==> config.mk <==
export PLATFORM = sky130hd
export DESIGN_NAME = mat_sched_l7
export DESIGN_NICKNAME = d
export VERILOG_FILES = /design/src/rtl/l7_pkg.sv /design/src/rtl/wb_delay_l7.sv /design/src/rtl/mat_sched_l7.sv
export SDC_FILE = /design/constraint.sdc
export NUM_CORES = 1
export LEC_CHECK = 0
export CAP_MARGIN = 25
export CORE_MARGIN = 1
export CORE_UTILIZATION = 53
export CTS_CLUSTER_SIZE = 25
export DETAILED_ROUTE_END_ITERATION = 10
export PLACE_DENSITY = 0.75
export RECOVER_POWER = 25
export SLEW_MARGIN = 20
export SYNTH_ARGS = -nofsm -noshare
export SYNTH_HDL_FRONTEND = slang
export SYNTH_SLANG_ARGS = --single-unit
==> constraint.sdc <==
create_clock -name clk -period 10.6 [get_ports clk]
set_input_delay 1.59 -clock clk [delete_from_list [all_inputs] [get_ports clk]]
set_output_delay 1.59 -clock clk [all_outputs]
set_load 0.02 [all_outputs]
==> src/rtl/l7_pkg.sv <==
// Shared constants and state encoding for the layer-7 array sequencer.
package l7_pkg;

  localparam int L7_N_PIX    = 196;
  localparam int L7_N_CG     = 8;
  localparam int L7_N_OG     = 8;
  localparam int L7_PIPE_LAT = 6;
  localparam int L7_ADDR_W   = 12;

  typedef enum logic [1:0] {
    ST_IDLE  = 2'd0,
    ST_RUN   = 2'd1,
    ST_DRAIN = 2'd2,
    ST_DONE  = 2'd3
  } l7_state_e;

endpackage

==> src/rtl/wb_delay_l7.sv <==
// Writeback delay line: carries {valid, result address} alongside the array pipeline.
// The DEPTH-1 tap feeds the skip BRAM one cycle ahead of the final write.
module wb_delay_l7 #(
  parameter int DEPTH = 6,
  parameter int W     = 12
) (
  input  logic         clk_i,
  input  logic         rst_i,
  input  logic         vld_i,
  input  logic [W-1:0] data_i,
  output logic [W-1:0] tap_data_o,
  output logic         out_vld_o,
  output logic [W-1:0] out_data_o,
  output logic         pend_o
);

  logic [DEPTH:1] vld_q;
  logic [W-1:0]   data_q [DEPTH:1];

  // Shift valid and address one stage per cycle; rst clears in-flight writes.
  always_ff @(posedge clk_i) begin
    if (rst_i) begin
      vld_q <= '0;
      for (int i = 1; i <= DEPTH; i++) data_q[i] <= '0;
    end else begin
      vld_q     <= {vld_q[DEPTH-1:1], vld_i};
      data_q[1] <= data_i;
      for (int i = 2; i <= DEPTH; i++) data_q[i] <= data_q[i-1];
    end
  end

  assign tap_data_o = data_q[DEPTH-1];
  assign out_vld_o  = vld_q[DEPTH];
  assign out_data_o = data_q[DEPTH];
  // Any write still travelling that has not reached the last stage.
  assign pend_o     = |vld_q[DEPTH-1:1];

endmodule

==> src/rtl/mat_sched_l7.sv <==
// Layer-7 array sequencer: walks og/pix/cg, issues BRAM/ROM addresses, drives the
// load/accumulate strobes and emits result writes once the array pipeline drains.
module mat_sched_l7
  import l7_pkg::*;
#(
  parameter int N_PIX    = L7_N_PIX,
  parameter int N_CG     = L7_N_CG,
  parameter int N_OG     = L7_N_OG,
  parameter int PIPE_LAT = L7_PIPE_LAT,
  parameter int ADDR_W   = L7_ADDR_W
) (
  input  logic              clk,
  input  logic              rst,
  input  logic              start,
  input  logic [2:0]        cfg_u,
  output logic              busy,
  output logic              done,
  output logic [ADDR_W-1:0] in_addr,
  output logic [ADDR_W-1:0] w_addr,
  output logic [ADDR_W-1:0] b_addr,
  output logic [ADDR_W-1:0] skip_addr,
  output logic              load,
  output logic              acc_en,
  output logic [2:0]        U,
  output logic              wr_en,
  output logic [ADDR_W-1:0] wr_addr
);

  localparam logic [ADDR_W-1:0] CG_MAX  = ADDR_W'(N_CG - 1);
  localparam logic [ADDR_W-1:0] PIX_MAX = ADDR_W'(N_PIX - 1);
  localparam logic [ADDR_W-1:0] OG_MAX  = ADDR_W'(N_OG - 1);
  localparam logic [ADDR_W-1:0] NCG_A   = ADDR_W'(N_CG);
  localparam logic [ADDR_W-1:0] NPIX_A  = ADDR_W'(N_PIX);
  localparam logic [ADDR_W-1:0] ONE_A   = ADDR_W'(1);

  l7_state_e         state_q;
  logic [ADDR_W-1:0] og_q, pix_q, cg_q;
  logic [ADDR_W-1:0] og_d, pix_d, cg_d;
  logic              last_w;
  logic [ADDR_W-1:0] in_addr_q, w_addr_q, b_addr_q;
  logic              load_q, acc_q, busy_q, done_q;
  logic [2:0]        u_q;
  logic              tag_vld_q;
  logic [ADDR_W-1:0] tag_addr_q;
  logic              pend;

  // Next loop position: cg innermost, then pix, then og.
  always_comb begin
    cg_d   = cg_q;
    pix_d  = pix_q;
    og_d   = og_q;
    last_w = (cg_q == CG_MAX) && (pix_q == PIX_MAX) && (og_q == OG_MAX);
    if (cg_q == CG_MAX) begin
      cg_d = '0;
      if (pix_q == PIX_MAX) begin
        pix_d = '0;
        og_d  = og_q + ONE_A;
      end else begin
        pix_d = pix_q + ONE_A;
      end
    end else begin
      cg_d = cg_q + ONE_A;
    end
  end

  // Sequencer FSM with registered addresses, strobes and status.
  // Strobes and the write tag lag the address by one cycle to match BRAM read latency.
  always_ff @(posedge clk) begin
    if (rst) begin
      state_q    <= ST_IDLE;
      og_q       <= '0;
      pix_q      <= '0;
      cg_q       <= '0;
      in_addr_q  <= '0;
      w_addr_q   <= '0;
      b_addr_q   <= '0;
      load_q     <= 1'b0;
      acc_q      <= 1'b0;
      busy_q     <= 1'b0;
      done_q     <= 1'b0;
      u_q        <= '0;
      tag_vld_q  <= 1'b0;
      tag_addr_q <= '0;
    end else begin
      case (state_q)
        ST_IDLE: begin
          done_q    <= 1'b0;
          load_q    <= 1'b0;
          acc_q     <= 1'b0;
          tag_vld_q <= 1'b0;
          if (start) begin
            state_q   <= ST_RUN;
            busy_q    <= 1'b1;
            u_q       <= cfg_u;
            og_q      <= '0;
            pix_q     <= '0;
            cg_q      <= '0;
            in_addr_q <= '0;
            w_addr_q  <= '0;
            b_addr_q  <= '0;
          end
        end
        ST_RUN: begin
          load_q     <= (cg_q == '0);
          acc_q      <= (cg_q != '0);
          tag_vld_q  <= (cg_q == CG_MAX);
          tag_addr_q <= og_q * NPIX_A + pix_q;
          if (last_w) begin
            state_q <= ST_DRAIN;
          end else begin
            og_q      <= og_d;
            pix_q     <= pix_d;
            cg_q      <= cg_d;
            in_addr_q <= pix_d * NCG_A + cg_d;
            w_addr_q  <= og_d * NCG_A + cg_d;
            b_addr_q  <= og_d;
          end
        end
        ST_DRAIN: begin
          load_q    <= 1'b0;
          acc_q     <= 1'b0;
          tag_vld_q <= 1'b0;
          // Leave once nothing remains except possibly the write leaving this cycle.
          if (!tag_vld_q && !pend) begin
            state_q <= ST_DONE;
            busy_q  <= 1'b0;
            done_q  <= 1'b1;
          end
        end
        ST_DONE: begin
          done_q  <= 1'b0;
          state_q <= ST_IDLE;
        end
        default: state_q <= ST_IDLE;
      endcase
    end
  end

  wb_delay_l7 #(
    .DEPTH (PIPE_LAT),
    .W     (ADDR_W)
  ) u_wb (
    .clk_i      (clk),
    .rst_i      (rst),
    .vld_i      (tag_vld_q),
    .data_i     (tag_addr_q),
    .tap_data_o (skip_addr),
    .out_vld_o  (wr_en),
    .out_data_o (wr_addr),
    .pend_o     (pend)
  );

  assign busy    = busy_q;
  assign done    = done_q;
  assign in_addr = in_addr_q;
  assign w_addr  = w_addr_q;
  assign b_addr  = b_addr_q;
  assign load    = load_q;
  assign acc_en  = acc_q;
  assign U       = u_q;

endmodule

== Yosys cells after proc, flatten, opt, wreduce, memory -nomap -nowiden ==
Memory sizes are Yosys's and may differ from the RTL's.
Cells that the tools add are included.

* Register bits: 88
* Bits in latches: 0
* RAM bits: 72
* Memory bits (read-only): 0
* Bits of input ports: 6
* Output and inout port bits: 68
* Word-level logic and storage cells: 102
* Memories kept: 1

* $add $sub $neg: 6
* Multipliers: 1
* Divide/modulo/power cells: 0
* Order comparisons: 0
* Eq/ne operators: 13
* Shift-type cells: 0
* Multiplexer cells: 37
* Bitwise gates (word level): 6
* Reductions and logical operators: 22

{| class="wikitable"
|+ Memory list
! memory !! words !! width !! rd ports !! clocked after memory_dff !! wr ports !! RTL line !! RTL
|-
| u_wb.data_q || 6 || 12 || 6 || 0 || 6 || wb_delay_l7.sv:18 || <nowiki>logic [W-1:0] data_q [DEPTH:1];</nowiki>
|}

{| class="wikitable"
|+ Operators by type and width
! kind !! number
|-
| $mux 12 || 17
|-
| $pmux 12 s2 || 5
|-
| $add 12x1->12 const B || 3
|-
| $add 12x12->12 || 3
|-
| $eq 12x3->1 const B || 2
|-
| $eq 12x8->1 const B || 1
|-
| $logic_not 12->1 || 1
|-
| $mul 12x6->10 const B || 1
|-
| $reduce_bool 12->1 || 1
|-
| $ne 2x2->1 const B || 5
|-
| $pmux 1 s2 || 5
|-
| $reduce_and 3->1 || 3
|-
| $pmux 2 s4 || 1
|-
| $reduce_bool 2->1 || 4
|-
| $mux 1 || 6
|-
| $mux 2 || 3
|-
| $ne 3x3->1 const B || 2
|-
| $or 1x1->1 || 6
|-
| $reduce_and 5->1 || 1
|-
| $reduce_or 5->1 || 1
|-
| $eq 2x2->1 const B || 2
|-
| $reduce_and 2->1 || 2
|-
| $reduce_and 4->1 || 1
|-
| $reduce_or 2->1 || 2
|-
| 4 further kinds || 7
|}

== Depth between registers and ports, before layout ==
Gate-level depths: netlist of run 1.

* Depth in word-level cells: 6
* Mapped depth: 16
* Mapped depth without buffers: 15

== Cells and area by module ==
Synthesis of run 1 repeated with hierarchy kept, for this count alone.

* Cell total of the unflattened synthesis: 794
* Area total of the unflattened synthesis: 7,382.1 sq um

{| class="wikitable"
|+ By module, submodules not included
! module !! instances !! cells each !! area an instance (sq um) !! seq. area each (sq um)
|-
| mat_sched_l7 || 1 || 627 || 5,265.0 || 1,521.5
|-
| wb_delay_l7 || 1 || 167 || 2,117.0 || 1,561.5
|}

== Least setup slack after synthesis of run 1 ==
Ideal clock, no wire load.

* Kind: reg-to-reg
* Start: register pix_q[0]
* End: register in_addr_q[11], in the netlist in_addr[11]
* Library setup time: 0.066 ns
* Arrival: 3.618 ns
* Required time: 10.534 ns
* Path slack: 6.916 ns
* Cell stages (with the launch flop): 15
* Buffers on the path: 0
* Period minus slack after synthesis: 3.684 ns
* Cell sequence: dfxtp_1 ha_1 or4b_4 nor4_4 nor2_1 mux2_2 ha_1 fa_1 a21o_1 a211oi_1 nor2_1 o41ai_1 xor3_1 o21ai_0 nor2b_1

* Word-level cells in the longest chain between the ends: 6
* Elaborated cells on any way between the ends: 11
* Classes of those cells: add/sub (2); eq/ne (2); mux (4); reduce/logical (3)

{| class="wikitable"
|+ RTL lines
! what !! RTL line !! RTL
|-
| from (decl) || mat_sched_l7.sv:37 || <nowiki>logic [ADDR_W-1:0] og_q, pix_q, cg_q;</nowiki>
|-
| from (signal assigned) || mat_sched_l7.sv:112 || <nowiki>pix_q <= pix_d;</nowiki>
|-
| $add 12x1->12 or $eq 12x8->1 (tied branches) || mat_sched_l7.sv:59, mat_sched_l7.sv:52, mat_sched_l7.sv:55 ||
|-
| $mux 12 || mat_sched_l7.sv:55 || <nowiki>if (pix_q == PIX_MAX) begin</nowiki>
|-
| $mux 12 || mat_sched_l7.sv:53 || <nowiki>if (cg_q == CG_MAX) begin</nowiki>
|-
| $add 12x12->12 || mat_sched_l7.sv:114 || <nowiki>in_addr_q <= pix_d * NCG_A + cg_d;</nowiki>
|-
| $mux 12 || mat_sched_l7.sv:108 || <nowiki>if (last_w) begin</nowiki>
|-
| $pmux 12 s2 || mat_sched_l7.sv:85 || <nowiki>case (state_q)</nowiki>
|-
| to (signal assigned) || mat_sched_l7.sv:114 ||
|-
| to (decl) || mat_sched_l7.sv:40 || <nowiki>logic [ADDR_W-1:0] in_addr_q, w_addr_q, b_addr_q;</nowiki>
|}

Several ways; a longest one is shown, not always the timed one. The select of a mux whose other input is x is not followed.
A chain may end at the register's enable or synchronous reset.

==> results of run 1 <==
registers in the layout, indices dropped and copies added, names as in the netlist:
register     cells
busy             1
tag_addr_q      12
U                3
acc_en           1
pix_q           12
done             1
cg_q            12
tag_vld_q        1
state_q          2
u_wb.data_q     72
load             1
b_addr          12
in_addr          9
w_addr           9
u_wb.vld_q       6
cells in the final DEF (no fill, tap or decap), types with 19 or more instances in the layout:
cell type / Yosys / final
nor3_1: 19 / 19
nor2_1: 76 / 76
clkdlybuf4s50_1: 0 / 72
nand3_1: 32 / 32
dfxtp_1: 154 / 154
o21ai_0: 27 / 27
a21oi_1: 49 / 49
ha_1: 50 / 50
nand2_1: 62 / 62
xnor2_1: 41 / 41
nor2b_1: 86 / 86
inv_1: 24 / 24
worst paths after layout:
path	to	cells past startpoint	slack [ns]	from
hold reg to reg	u_wb.data_q[0][29]	1	0.43	u_wb.data_q[0][17]
setup / recovery	tag_addr_q[10]	5	4.76	rst
setup reg to reg	in_addr[11]	14	6.22	pix_q[0]
hold / removal	u_wb.data_q[0][29]	1	0.43	u_wb.data_q[0][17]
logic make-up after synthesis:
| family | Yosys count | synth area share (%) |
|---|---|---|
| buffers and inverters | 89 | 6.88 |
| muxes | 8 | 1.10 |
| adders and majority gates | 56 | 10.1 |
| xor gates and xnor gates | 58 | 7.10 |
| DFF | 154 | 41.9 |
| and+or+nand+nor | 329 | 23.2 |
| AOI/OAI and AO/OA | 118 | 9.72 |
through the flow:
| step | hold slack, ns | util, % | setup WS (ns) |
|---|---|---|---|
| after floorplan | 0.414 | - | 6.92 |
| after global placement | 0.416 | 59.2 | 6.36 |
| after detailed placement | 0.420 | 59.2 | 6.27 |
| after CTS | 0.432 | 63.8 | 6.30 |
| after global routing | 0.444 | 63.8 | 4.20 |
| final | 0.432 | 63.8 | 4.76 |
area by class of cell:
class / count / area share, %
clock buffers: 17 / 4.97
well taps: 176 / 2.57
inverters: 24 / 1.05
multi-input cells: 569 / 44.2
clock inverters: 15 / 2.31
repair buffers: 79 / 8.88
flip-flops and latches: 154 / 36.0
layer usage:
metal	GRT usage, %	share of wire (%)	vias up
met1	28.8	44	2648
met5	0	0	-
met3	5.23	5.5	34
met4	10.6	2.3	0
li1	-	-	2783
met2	39.2	48	191
power by group:
group          switching, uW  internal, uW
logic                    238           112
registers               25.1           608
clock network            287           322
==> results.md, run 1 <==
- The count of nets left with antenna violations once routing finished came out at 0.
- At the end of routability-driven placement, the weighted congestion stood at 0.903.
- The kind of launch point of the worst setup path is a primary input.
- The synthesized instance count is between 800 and 900.
- The clock edge transition at the registers on the reported setup and hold paths is approximately 0.070 ns.
- The via count normalized by instance count is roughly 5.5.
- For this design the static power due to leakage is 0.00339 uW.
- Max-cap violations in this run came to 1.
- Setup violations remaining at the end of the flow were counted as 0.
- The area added between synthesis and finish is 16.2%.
- From left edge to right edge, the die measures approximately 120 um.
- The headroom to the max-slew limit is -116%.
- The final count of pins violating max slew is roughly 80.
- The H-tree was split into 4 levels.
- The buffer count from post-CTS setup fixing is 0.
- The sum of net half-perimeters after detailed placement is 11.0 mm.
- The signal on the critical path passes through clkbuf_1, clkbuf_1, clkbuf_1, nor3_1, a211o_1.
- The fraction of synthesized cell area taken by the top area cell type is 41.9%.
- In the final layout, the multi-input gates occupy 3780 um^2.
- The global-route usage over all layers is 23.5%.
- By area the synthesized netlist is led by dfxtp_1, ha_1, nor2b_1, xnor2_1, nor2_1.
- The initialized floorplan defines 42 standard-cell rows.
- For the final routed database, the setup TNS stands at 0 ns.
- After filler insertion, the fill cell instance count of the layout stands at 1086.
- The most used flip-flop cell after synthesis is dfxtp_1.
- The total standard cell area after synthesis is 7360 um^2.
- Pin placement for this block handled 74 I/O pins.
- The number of hold-slack violations in the final timing report is 0.
- The TritonCTS sink count is 154.
- The register area is around 3100 um^2.
- The routed layout has 5656 vias.
- The die is 120 um tall.
- The first TritonRoute pass finished after 6 iterations.
- The share of synthesized flip-flops with an asynchronous set or reset is 0%.
- The worst supply voltage drop on vdd is 0.000115 V.
- The synthesized area per cell is 9.07 um^2.
- STA puts the critical path data required time at 10.93 ns.
- The sort of element at the end of the critical path is a flip-flop.
- The number of flops mapped to enable cells by yosys is 0.
- The root cell of the clock tree is clkbuf_16.
- The placed instances occupy a cell area of 7930 um^2.
- The transition time of the tightest slew-check pin is 3.24 ns.
- Once the floorplan was initialized, standard cells occupied 54.9% of the core.
- The gate family responsible for the most delay along the worst path is buffers and inverters.
- The per-cell routed wire length is 15.4 um.
- The core region area is 13400 um^2.
- The number of buffers inserted for hold repair after clock tree synthesis is 0.
- Yosys printed 0 warnings.
- The number of buffers created by CTS is 17.
- Post-CTS repair changed the size of 0 cells.
- Summed over all layers, the global routing overflow is 0.
- The initial antenna violation count was 0.
- The longest individual stage delay on the worst path is 2.35 ns.
- The flow ran to the end, but the final reports show violations.
- In this run the deepest clock path goes through 2 buffers.
- The count of cells in the finished layout, fillers not included, comes to roughly 1000.
- The clock period minus worst slack is slightly below 6 ns.
- Entering global routing, the biggest net connects 110 pins.
- Along the worst path, the maximum fanout reaches 81.
- Cells with a size suffix above 1 make up 5.83% of the layout.
- The total power draw is 1590 uW.
- The checks that failed: capacitance limit, slew limit.
- The count of routing violations after the opening detailed-route iteration is 313.
- The class of the most critical hold timing path is flip-flop to flip-flop.
- The number of unique standard cell types used by synthesis is 63.
- The fmax is 171 MHz.
- After synthesis the netlist holds a flip-flop and latch count of 154.
- The global-route wire length before repair is 26.3 mm.
- The most numerous cell on the critical path is clkbuf_1.
- The total die area is 14400 um^2.
- The slowest cell on the critical path is clkbuf_1.
- The share of the clock period used by the worst path is between 50% and 60%.
- The data arrival time of the critical path is 6.17 ns.
- Setup repair after global routing left no endpoint under its margin.
- Clock skew on the completed layout was measured at about 0.0096 ns.
- In the final design database the tool counted 907 nets.
- After detailed routing, the number of remaining DRC violations is 0.
- With fillers left out, the area of the finished cells amounts to around 8600 um^2.
- The instance count after placement with tap cells included is 1000.
- The library cell occupying the most area in the post-synthesis netlist is dfxtp_1.
- The repair_antennas step left the layout with diodes totalling 0.
- The routed wire length is 15.9 mm.
- The clock latency on the worst-skew pair is 0.43 ns.
- The number of nets in the synthesized netlist is 874.
- The leading cell type by number of instances after synthesis is dfxtp_1.
- Power spread over the standard cell area amounts to 186 nW/um^2.
- The count of buffering cells on the critical path with inverters included is 3.
- The clock tree from TritonCTS is yes.
- The number of global-route vias before repair is approximately 5500.
- After synthesis, flip-flops and latches occupy 41.9% of the total area.
- The count of buffers added on input and output ports is 73.
- Sorting the synthesized cells by how often they occur yields dfxtp_1, nor2b_1, nor2_1, nand2_1, ha_1.
- The critical path in this run is classified as primary input to flip-flop.
No activity file was read; power rests on OpenSTA's default activity.
==> inputs of run 2 (changes only) <==
Clock period 10.6 ns to 5.7 ns, I/O delays scaled along.
==> run 2 against run 1 <==
  * The run still ends with capacitance limit, slew limit left
  * Power is 81% higher
  * Worst hold slack better by 0.00059 ns
  * Register-to-register slack worse by 4.7 ns
  * First-iteration DRC count is 33% higher
  * Clock-buffer cell count is 1 higher
  * Cell count is 0.19% lower
  * Core utilization is 0.51 points lower
  * Sequential cell count stayed put
  * Non-clock buffer count is 1 lower
  * Critical path depth is 1 lower
==> results.md, run 2 (synthesis gave the netlist of run 1 again) <==
- The congestion estimate from routability-driven global placement came to 0.852.
- The floorplan has 42 rows.
- The number of global-route vias before repair came to between 5000 and 6000.
- The maximum fanout along the worst path is 105.
- The run finished, with violations left.
- The post-route worst hold slack is between 0.4 and 0.5 ns.
- The slowest cell on the critical path is clkbuf_1.
- The final count of pins violating max slew came to 106.
- The fmax is 228 MHz.
- The library cell used most frequently in the layout, excluding fill and tap cells, is dfxtp_1.
- Measured along the y axis, the die boundary spans 120 um.
- At the end of the flow the core is filled with cells to roughly 63%.
- The maximum root-to-sink buffer count is 2.
- Setup repair after global routing left no endpoint under its margin.
- The antenna violation net count after detailed routing is 0.
- Once placement finished, the instance area stood at 7940 um^2.
- The final design area excluding fillers is 8490 um^2.
- The count of routing violations after the opening detailed-route iteration is about 420.
- The global-route congestion overflow total is 0.
- Counting flops per register, the top entry is u_wb.data_q.
- The total die area is 14400 um^2.
- Clock tree synthesis found a total of 154 sinks.
- In this run the power density over the cells is 341 nW/um^2.
- The sum of negative setup slack is 0 ns.
- The transition time of the tightest slew-check pin is approximately 4.0 ns.
- The top cell types in the final layout, fill and taps aside, are dfxtp_1, nor2b_1, nor2_1.
- The gate family responsible for the most delay along the worst path is buffers and inverters.
- 0 antenna diodes ended up in the layout.
- The number of hold-slack violations in the final timing report is 0.
- The kind of launch point of the worst setup path is a primary input.
- The checks that failed: capacitance limit, slew limit.
- The number of buffers inserted for hold repair after clock tree synthesis is 0.
- The worst supply voltage drop on vdd is 0.000156 V.
- The global-route usage over all layers is a little under a quarter.
- The clock period minus worst slack is approximately 4.4 ns.
- In this run, post-CTS repair resized a total of 0 instances.
- The overall via count from detail_route is 5687.
- The setup path with the least slack is of type primary input to flip-flop.
- The post-route clock skew is 0.00813 ns.
- For the worst setup path, the data required time is about 6.0 ns.
- Dividing the detail-routed wire length by the instance count gives 15.3 um.
- The die boundary width is roughly 120 um.
- The number of buffers created by CTS is 17.
- In the routed design, unresolved DRC markers number 0.
- The signal on the critical path passes through buf_4, clkbuf_1, nor3_1, a211o_1.
- The register area is a little over 3000 um^2.
- The worst slack at placement is 1.59 ns.
- In the finished design, the share of the clock period the worst path needs comes to 76.9%.
- The sum of net half-perimeters after detailed placement is around 11 mm.
- The class of the most critical hold timing path is flip-flop to flip-flop.
- The total of fill cells in the finished design is 1119.
- The clock tree synthesis step divided the H-tree into 4 levels.
- At the end of the flow, the number of nets in the layout was 906.
- The worst path meets setup with 1.32 ns of slack.
- The core region area is between 10000 and 15000 um^2.
- The multi-input combinational cells in the finished layout cover a total of between 3000 and 4000 um^2.
- Headroom to the max-slew limit came out at -170%.
- From synthesis to final layout, the design area changed by 15.3%.
- For this run, the slowest stage of the critical path takes roughly 2.9 ns.
- The first detailed-routing pass took 5 iterations.
- The share of cells above drive strength 1 is 5.84%.
- The count of buffering cells on the critical path with inverters included is 2.
- During I/O placement, the number of pins put on the boundary was 74.
- The number of setup buffers added after CTS is 0.
- Setup violations remaining at the end of the flow were counted as 0.
- The clock tree from TritonCTS is yes.
- The clock latency on the worst-skew pair is 0.43 ns.
- The sort of element at the end of the critical path is a flip-flop.
- The root buffer cell chosen for the clock tree is clkbuf_16.
- During placement, the flow inserted port buffers numbering 73.
- Clock-pin slew was measured on the worst setup and hold paths at 0.06 ns.
- The data arrival time of the critical path is 4.70 ns.
- The via count normalized by instance count is 5.51.
- Entering global routing, the biggest net connects approximately 110 pins.
- In this run the static leakage power is 0.00335 uW.
- The first global-routing pass estimated 26.2 mm of wire.
- The initial antenna violation count is 0.
- The routed wire length is 15.8 mm.
- The max-capacitance violation count is 1.
- The register with the most flip-flops in the layout has between 70 and 80 of them.
- The initial core utilization is a little over half.
-- run 2: cell type report --
type / count / area share, %
multi-input cells: 569 / 44.5
flip-flops and latches: 154 / 36.3
repair buffers: 78 / 8.98
clock buffers: 18 / 5.17
well taps: 176 / 2.59
clock inverters: 13 / 1.33
inverters: 24 / 1.06
-- run 2: worst register-to-register path: cells and delay by family (launching register included) --
family / cells / cell delay, ns
AO/OA/AOI/OAI: 4 / 0.88
XOR/XNOR: 1 / 0.28
adder cells (fa/ha/maj): 3 / 0.90
flip-flops: 1 / 0.41
multiplexers: 1 / 0.31
AND/OR/NAND/NOR: 5 / 1.33
-- run 2: per-stage QoR --
stage	std cells	total power [uW]
floorplan	812	1670
global placement	1001	1840
detailed placement	1001	1860
CTS	1032	2910
global route	1032	3020
finish	1032	2890
-- run 2: worst paths after layout --
path                                          from                  to  slack (ns)  cells after the start
worst max-delay path                           rst      tag_addr_q[10]        1.32                      4
worst min-delay path            u_wb.data_q[0][54]  u_wb.data_q[0][66]        0.43                      1
worst max register to register            pix_q[0]         in_addr[11]        1.52                     14
worst min register to register  u_wb.data_q[0][54]  u_wb.data_q[0][66]        0.43                      1
-- run 2: routing by layer --
layer  vias to the layer above  wire length (um)  global-route usage [%]
met3                        21               864                    4.85
li1                       2788                 -                       -
met4                         0               209                    8.98
met2                       200              7750                    39.9
met5                         -                 0                       0
met1                      2678              6950                    28.3
-- run 2: power by group --
group	internal (uW)	leakage, uW	switching, uW
Combinational	215	0.00185	452
Sequential	1130	0.00124	45.7
Clock	577	0.000256	470
==> inputs of run 3 (changes only) <==
Settings changed: CORE_UTILIZATION 53 to 52, PLACE_DENSITY 0.75 to 0.77.
Clock period 5.7 ns to 3.65 ns, I/O delays scaled along.
==> run 3 against run 2 <==
  * The flow now finishes without violations
  * Clock-buffer cell count up 1
  * Power up 61%
  * Cell count up 3.7%
  * Non-clock buffer count up 33
  * Global-route usage down 0.30 points
  * Wire length up 0.70%
  * Register-to-register slack worse by 1.5 ns
  * Core utilization up 0.12 points
  * Sequential cell count unchanged
==> results.md, run 3 (synthesis gave the netlist of run 1 again) <==
- In the routed design, unresolved DRC markers number 0.
- The fmax is roughly 280 MHz.
- The number of global-route vias before repair was 5344.
- The slowest cell on the critical path is or4b_4.
- The sum of negative setup slack is 0 ns.
- The die covers 14600 um^2.
- The worst setup path is launched from a flip-flop.
- From bottom edge to top edge, the die measures around 120 um.
- The congestion estimate from routability-driven global placement came to between 0.8 and 0.9.
- The layout net count is roughly 940.
- Setup repair after global routing could not meet its margin everywhere.
- The worst supply voltage drop on vdd is 0.000356 V.
- The initial utilization of the core area, before any placement, comes to approximately 53%.
- At the worst endpoint, the arrival time is 3.94 ns.
- TritonCTS built the clock tree.
- The clock edge transition at the registers on the reported setup and hold paths is 0.06 ns.
- The sum of net half-perimeters after detailed placement is ~11 mm.
- In the layout the commonest cells are dfxtp_1, nor2b_1, nor2_1.
- The library cell used most frequently in the layout, excluding fill and tap cells, is dfxtp_1.
- The setup check on the worst reg-to-reg path leaves a slack of 0.07 ns.
- Combinational logic is responsible for 24.7% of the overall power.
- The clock tree synthesis step divided the H-tree into 4 levels.
- Max-cap violations in this run came to 0.
- For this design the top-level I/O count stands at 74.
- The net switching power of the design is about 1500 uW.
- Between clock sinks in the finished design, the worst skew comes to 0.00998 ns.
- The clock reaches the later pin of the worst-skew pair after 0.42 ns.
- The number of cell instances on the worst register-to-register path is 14.
- The antenna violation net count after detailed routing is 0.
- The antenna diode count is 0.
- The transition time of the tightest slew-check pin is 1.16 ns.
- The core region area is 13800 um^2.
- Counting I/O delays and the setup requirement, the final critical path takes 3.58 ns.
- After global routing the overflow that remains totals 0.
- The first detailed-routing pass ran for 5 iterations.
- The critical register-to-register path endpoint is in_addr[11].
- The tightest min-delay check is of the flip-flop to flip-flop type.
- The maximum root-to-sink buffer count is 2.
- The critical path launch point is pix_q[1].
- The final route contains 5715 vias.
- The share of cells above drive strength 1 is 9.66%.
- STA classifies the critical path endpoint as a flip-flop.
- The run finished with clean final reports.
- The TritonCTS sink count is around 150.
- The count of routing violations after the opening detailed-route iteration is 353.
- In this run the worst setup path terminates at in_addr[11].
- In the routed layout, each cell is associated on average with a via count of 5.34.
- The sequential group share of total power is 39.0%.
- Final hold analysis gives a worst-case slack of 0.433 ns.
- From synthesis to final layout, the design area changed by 19.2%.
- The cell row count is 43.
- In this run the cell area measured after placement is 8170 um^2.
- Counting flops per register, the top entry is u_wb.data_q.
- Buffers inserted during clock tree synthesis total 17.
- The maximum fanout along the worst path is 2.
- The routed wire length is 15.9 mm.
- The startpoint of the worst register-to-register path is pix_q[1].
- Cell internal power was estimated by the tool at between 3000 and 4000 uW.
- The final-report setup violation count is 0.
- The type of the worst setup path is flip-flop to flip-flop.
- The final count of pins violating max slew came to 0.
- After filler insertion, the fill cell instance count of the layout stands at 1122.
- Traced cell by cell, the critical path runs through ha_1, or4b_4, nor4_4, nor2_1, mux2_2, ha_1, fa_1, a21o_1, a211oi_2, nor2_1, o41ai_2, xor3_1, o21ai_0, nor2b_1.
- The number of hold-slack violations in the final timing report is 0.
- The count of buffers added on input and output ports is 73.
- At the worst endpoint, the required time is 4.00 ns.
- Entering global routing, the biggest net connects 86 pins.
- The final design area excluding fillers is 8770 um^2.
- Global routing consumed, over all layers together, 22.9% of the routing resources.
- The flip-flop count of the largest register after layout is 72.
- The die boundary width is approximately 120 um.
- In this run the power density over the cells is 531 nW/um^2.
- The initial antenna violation count was 0.
- The clock network is responsible for 36.3% of the overall power.
- The number of buffers inserted for hold repair after clock tree synthesis is 0.
- The global-route wire length before repair is 26.0 mm.
- In the final routed layout, each cell accounts on average for 14.9 um.
- After layout, the worst path uses 98.1% of the clock period.
- In this run the clock root is driven by a clkbuf_16.
- The analysis attributes to cell leakage a power of 0.00355 uW.
- The longest individual stage delay on the worst path is 0.47 ns.
- The headroom to the max-slew limit is 22.4%.
- The switching power share of the total is 33.3%.
==> run 3: power by group through the flow <==
stage               sequential (uW)  combinational, uW  clock [uW]
floorplan                      1890                718           0
global placement               1850               1130           0
detailed placement             1850               1140           0
CTS                            1820               1150        1720
global route                   1820               1270        1790
finish                         1820               1150        1690
==> run 3: critical path, delay by kind of cell (launching register included) <==
| family | cells | cell delay [ns] |
|---|---|---|
| AOI/OAI and AO/OA | 4 | 0.82 |
| xor gates and xnor gates | 1 | 0.27 |
| adders and majority gates | 3 | 0.81 |
| DFF | 1 | 0.34 |
| muxes | 1 | 0.28 |
| and+or+nand+nor | 5 | 0.99 |
==> run 3: cell type report <==
cell class	instances	area [um^2]	area share, %
clock buffers	19	453	5.16
clock inverters	13	119	1.35
inverters	24	90.1	1.03
multi-input cells	569	3800	43.3
flip-flops and latches	154	3080	35.1
well taps	180	225	2.57
repair buffers	111	1010	11.5
==> run 3: metal layers <==
metal / GRT usage [%] / part of all wire, % / vias up
li1: - / - / 2847
met1: 29.4 / 46 / 2671
met2: 37.5 / 47 / 175
met3: 4.70 / 5.4 / 22
met4: 9.26 / 1.5 / 0
met5: 0 / 0 / -
==> run 3: per-stage QoR <==
| step | power (uW) | cells | util [%] | worst slack [ns] |
|---|---|---|---|---|
| after floorplan | 2610 | 812 | - | 0.0417 |
| after global placement | 2980 | 1035 | 59.1 | 0.130 |
| after detailed placement | 2990 | 1035 | 59.1 | 0.0936 |
| after CTS | 4680 | 1067 | 63.2 | 0.0382 |
| after global routing | 4890 | 1070 | 63.5 | -0.0941 |
| final | 4650 | 1070 | 63.5 | 0.0684 |
==> run 3: worst min path at each step <==
stage	startpoint	endpoint	slack, ns	depth (start not counted)
floorplan	u_wb.data_q[0][12]	u_wb.data_q[0][24]	0.41	1
CTS	u_wb.data_q[0][19]	u_wb.data_q[0][31]	0.43	1
global route	u_wb.data_q[0][38]	u_wb.data_q[0][50]	0.45	1
finish	u_wb.data_q[0][19]	u_wb.data_q[0][31]	0.43	1
global placement	u_wb.data_q[0][14]	u_wb.data_q[0][26]	0.42	1
detailed placement	u_wb.data_q[0][18]	u_wb.data_q[0][30]	0.42	1
==> run 3: what timing repair did <==
action / CTS / global route
setup buffers: 0 / 3
endpoints found under the hold margin: 0 / 0
setup endpoints to repair: 0 / 3
gates resized for setup: 0 / 4
